**config.mk**
```make
export PLATFORM = sky130hd
export DESIGN_NAME = directory_out_queue
export DESIGN_NICKNAME = d
export VERILOG_FILES = /design/src/rtl/directory_out_queue.sv
export SDC_FILE = /design/constraint.sdc
export NUM_CORES = 1
export LEC_CHECK = 0
export ABC_CLOCK_PERIOD_IN_PS = 8900
export BUFFER_PORTS_ARGS = -buffer_cell sky130_fd_sc_hd__buf_4
export CAP_MARGIN = 20
export CORE_MARGIN = 4
export CORE_UTILIZATION = 50
export DETAILED_ROUTE_END_ITERATION = 8
export GPL_ROUTABILITY_DRIVEN = 0
export GPL_TIMING_DRIVEN = 1
export MAX_ROUTING_LAYER = met4
export PLACE_DENSITY = 0.71
export SKIP_CTS_REPAIR_TIMING = 1
export SLEW_MARGIN = 20
export SYNTH_ARGS = -nofsm -noshare
export SYNTH_HDL_FRONTEND = slang
export SYNTH_SLANG_ARGS = --single-unit
export TNS_END_PERCENT = 20
```
**constraint.sdc**
```tcl
create_clock -name i_clk -period 8.9 [get_ports i_clk]
set_input_delay 1.78 -clock i_clk [delete_from_list [all_inputs] [get_ports i_clk]]
set_output_delay 1.78 -clock i_clk [all_outputs]
set_load 0.01 [all_outputs]
```
**src/rtl/directory_out_queue.sv**
```systemverilog
// Per-destination request FIFO sitting behind the directory request generator.
// Buffers operation/address/line-data triples and hands them to the consumer over valid/ready.
module directory_out_queue #(
   parameter int CL_SIZE   = 128,
   parameter int ADDR_W    = 32,
   parameter int DEPTH     = 4,
   parameter int AF_THRESH = 3
) (
   input  logic                       i_clk,
   input  logic                       i_rst,
   input  logic                       i_flush,
   input  logic                       i_alloc,
   input  logic [2:0]                 i_operation,
   input  logic [ADDR_W-1:0]          i_addr,
   input  logic [CL_SIZE-1:0]         i_data,
   output logic                       o_full,
   output logic                       o_almost_full,
   output logic [$clog2(DEPTH):0]     o_count,
   output logic                       o_out_valid,
   input  logic                       i_out_ready,
   output logic [2:0]                 o_out_operation,
   output logic [ADDR_W-1:0]          o_out_addr,
   output logic [CL_SIZE-1:0]         o_out_data,
   output logic                       o_overflow
);

   localparam int PW = $clog2(DEPTH);
   localparam int CW = PW + 1;
   localparam logic [2:0] OP_NOOP = 3'd0;

   logic [2:0]         r_memOp   [DEPTH];
   logic [ADDR_W-1:0]  r_memAddr [DEPTH];
   logic [CL_SIZE-1:0] r_memData [DEPTH];

   logic [PW-1:0] r_rdPtr;
   logic [PW-1:0] r_wrPtr;
   logic [CW-1:0] r_count;
   logic          r_overflow;

   logic          w_full;
   logic          w_valid;
   logic          w_isOp;
   logic          w_pop;
   logic          w_push;
   logic          w_drop;
   logic [CW-1:0] w_countNext;

   // Status flags come only from the count register so the directory never sees an input-to-output path.
   assign w_full  = (r_count == CW'(DEPTH));
   assign w_valid = (r_count != '0);
   assign w_isOp  = i_alloc && (i_operation != OP_NOOP);

   // Flush wins over everything in the same cycle, so both handshakes are masked by it.
   assign w_pop       = w_valid && i_out_ready && !i_flush;
   assign w_push      = w_isOp && (!w_full || w_pop) && !i_flush;
   assign w_drop      = w_isOp && w_full && !w_pop && !i_flush;
   assign w_countNext = r_count + CW'(w_push) - CW'(w_pop);

   always_ff @(posedge i_clk or posedge i_rst) begin
      if (i_rst) begin
         r_rdPtr    <= '0;
         r_wrPtr    <= '0;
         r_count    <= '0;
         r_overflow <= 1'b0;
      end else if (i_flush) begin
         r_rdPtr    <= '0;
         r_wrPtr    <= '0;
         r_count    <= '0;
         r_overflow <= 1'b0;
      end else begin
         if (w_push) begin
            r_wrPtr <= r_wrPtr + PW'(1);
         end
         if (w_pop) begin
            r_rdPtr <= r_rdPtr + PW'(1);
         end
         r_count <= w_countNext;
         if (w_drop) begin
            r_overflow <= 1'b1;
         end
      end
   end

   // Storage needs no reset; the head is masked while the queue is empty.
   always_ff @(posedge i_clk) begin
      if (w_push) begin
         r_memOp[r_wrPtr]   <= i_operation;
         r_memAddr[r_wrPtr] <= i_addr;
         r_memData[r_wrPtr] <= i_data;
      end
   end

   assign o_full          = w_full;
   assign o_almost_full   = (r_count >= CW'(AF_THRESH));
   assign o_count         = r_count;
   assign o_out_valid     = w_valid;
   assign o_overflow      = r_overflow;
   assign o_out_operation = w_valid ? r_memOp[r_rdPtr]   : '0;
   assign o_out_addr      = w_valid ? r_memAddr[r_rdPtr] : '0;
   assign o_out_data      = w_valid ? r_memData[r_rdPtr] : '0;

endmodule

```
==> results.sh <==
export IMPL_status="completed"
export IMPL_setup_worst_path_end_class="primary output"
export IMPL_whs_ns=0.5078
export IMPL_path_class="reg -> out"
export IMPL_via_per_inst=5.436
export IMPL_worstReg2RegStart="o_count[2]"
export IMPL_postSynthCellCount=1089
export IMPL_holdCritPathClass="reg -> reg"
export IMPL_reg2reg_to="r_memData[3][37]"
export IMPL_synth_seq_cells=660
export IMPL_num_vias=11823
export IMPL_cts_buffers=69
export IMPL_pwr_share_seq_pct=42.5
export IMPL_htree_levels=3
export IMPL_grt_use_total_pct=19.73
export IMPL_combPwrFrac_pct=24.8
export IMPL_multi_input_area_sq_mm=0.005015
export IMPL_dieArea_sq_mm=0.05401
export IMPL_p_int_uw=6340
export IMPL_cts_root_buf="clkbuf_16"
export IMPL_ios=338
export IMPL_vdd_ir_drop_max_v=0.0002093
export IMPL_min_to="o_overflow"
export IMPL_setup_viol=0
export IMPL_tightestPinTransition_ns=1.068
export IMPL_worst_slack_ns=3.886
export IMPL_p_total_uw=8546
export IMPL_grt_max_degree=128
export IMPL_die_h_um=232.4
export IMPL_cp_arrival_ns=3.23
export IMPL_power_density_mw_per_mm2=279.5
export IMPL_start_util_pct=51.01
export IMPL_crit_required_ns=7.12
export IMPL_ys_warn_count=0
export IMPL_rows=81
export IMPL_ant_nets=0
export IMPL_first_global_vias=12350
export IMPL_rsz0062_at_grt="false"
export IMPL_coreArea_sq_mm=0.04936
export IMPL_hp_start="o_overflow"
export IMPL_worstRegToRegCells=4
export IMPL_ff2ff_setup_slack_ns=5.60
export IMPL_avgSynthCellArea_sq_um=23.12
export IMPL_synth_area_sq_mm=0.02518
export IMPL_cts_tree="yes"
export IMPL_fin_nets=1628
export IMPL_synth_cell_type_count=27
export IMPL_critPathMaxFanout=102
export IMPL_p_leak_uw=0.01034
export IMPL_fin_skew_ns=0.01782
export IMPL_clock_sinks=660
export IMPL_synth_area_leader_cell="edfxtp_1"
export IMPL_dr_first_iter_drc_count=982
export IMPL_drc_errors=0
export IMPL_fin_setup_tns_ns=0
export IMPL_overflow=0
export IMPL_grt_pass1_wl_mm=76.78
export IMPL_seq_area_sq_mm=0.01979
export IMPL_wl_per_cell_um=23.75
export IMPL_cap_violations=0
export IMPL_seq_area_frac_synth_pct=78.56
export IMPL_switching_share_pct=25.81
export IMPL_min_period_ns=5.014
export IMPL_dr_pass1_iters=7
export IMPL_yosysTopAreaCellShare_pct=77.77
export IMPL_clk_latency_ns=0.58
export IMPL_totalWireLength_mm=51.66
export IMPL_synth_area_leaders="edfxtp_1 (78%), mux4_2 (15%), and2_1 (4.1%)"
export IMPL_drive_above_1_share_pct=40.92
export IMPL_p_sw_uw=2206
export IMPL_die_w_um=232.4
export IMPL_slew_limit_headroom_pct=28.82
export IMPL_clockBufferDepth=3
export IMPL_maxSlewViolCount=0
export IMPL_period_share_pct=56.33
export IMPL_clkSlewWorstSetupHoldPaths_ns=0.06
export IMPL_cp_start_kind="flop"
export IMPL_fillers=3486
export IMPL_clockPowerShare_pct=32.6
export IMPL_antenna_found_initial=8
export IMPL_mappedNetlistNets=1265
export IMPL_dp_slack_ns=4.128
export IMPL_worstHoldPathCells=2
export IMPL_hold_viol_final=0
export IMPL_area_delta_synth_final_pct=21.45
export IMPL_hpwl_mm=30.62
export IMPL_port_buffers=337
export IMPL_fmax_mhz=199.5
Yosys cell counts:
cell type	count
o311ai_0	1
nor2_1	8
edfxtp_1	652
fa_1	1
nand2_1	1
o31ai_1	2
or3_1	1
buf_8	1
nand2b_1	3
nor2b_1	1
o31a_1	1
xor2_1	3
a31oi_1	1
ha_1	7
dfrtp_1	8
buf_2	17
mux4_2	163
o21ai_0	1
a211oi_1	1
clkbuf_1	21
and2_1	167
inv_1	7
mux2_2	1
buf_6	17
a21oi_1	1
nor3b_1	1
mux2i_1	1
logic make-up (layout without fill, tap and decap cells):
logic type	Yosys count	in the layout	share of synthesized area, %
AO/OA/AOI/OAI	8	8	0.2236
XOR/XNOR	3	3	0.1044
adder cells (fa/ha/maj)	8	8	0.4274
buffers and inverters	63	477	1.575
flip-flops	660	660	78.56
multiplexers	165	165	14.67
other	0	8	0
AND/OR/NAND/NOR	182	182	4.438
cell usage in the layout (no fill, tap or decap), drive strengths merged, types with 3 or more instances in the layout:
cell / count
edfxtp: 652
buf: 348
and2: 167
mux4: 163
clkbuf: 92
clkinv: 22
diode: 8
nor2: 8
inv: 8
dfrtp: 8
ha: 7
bufinv: 6
nand2b: 3
xor2: 3
final cells by class:
| cell class | instances | area share, % |
|---|---|---|
| timing repair buffer | 348 | 8.774 |
| tap | 664 | 2.717 |
| antenna | 8 | 0.06548 |
| clock inverter | 30 | 0.9658 |
| clock buffer | 92 | 6.274 |
| inverter | 7 | 0.08594 |
| multi-input combinational | 366 | 16.40 |
| sequential | 660 | 64.72 |
power by group through the flow:
stage                     combinational, uW  clock (uW)  sequential, uW
final                                  2120        2790            3630
after global routing                   2300        2990            3650
after CTS                              2170        2860            3640
after global placement                 2140           0            3690
after detailed placement               2160           0            3700
after floorplan                        1270           0            3670
flip-flops by register name, indices dropped and copies added, names as in the netlist:
register,flops
r_memOp,12
r_memData,512
o_count,3
r_wrPtr,2
r_rdPtr,2
r_memAddr,128
o_overflow,1
per-stage QoR:
stage,util [%],cells,instance area [sq um]
3_3_place_gp,57.37,2044,28310
2_1_floorplan,-,1089,25180
4_1_cts,61.85,2166,30530
6_report,61.95,2175,30570
5_1_grt,61.95,2175,30570
3_5_place_dp,57.37,2044,28310
layer usage:
layer / vias to the layer above / wire [um] / GRT usage (%)
li1: 5195 / - / -
met1: 6132 / 21430 / 27.41
met2: 418 / 24870 / 29.28
met3: 78 / 4285 / 5.534
met4: 0 / 1073 / 5.511
met5: - / 0 / -
how the worst max path moves through the flow:
stage / from / depth (start not counted) / endpoint
global placement: i_flush / 5 / r_memData[2][32]
floorplan: i_flush / 3 / r_memAddr[0][0]
global route: r_rdPtr[0] / 4 / o_out_data[118]
finish: r_rdPtr[1] / 4 / o_out_addr[6]
detailed placement: i_flush / 5 / r_memData[2][121]
CTS: r_rdPtr[0] / 4 / o_out_data[22]
worst max-delay path, stage by stage (launching register included):
cell,delay [ns]
dfrtp_4,1.03
buf_12,0.52
mux4_2,0.46
and2_1,0.19
buf_4,0.15
(Power assumes the default switching activity.)
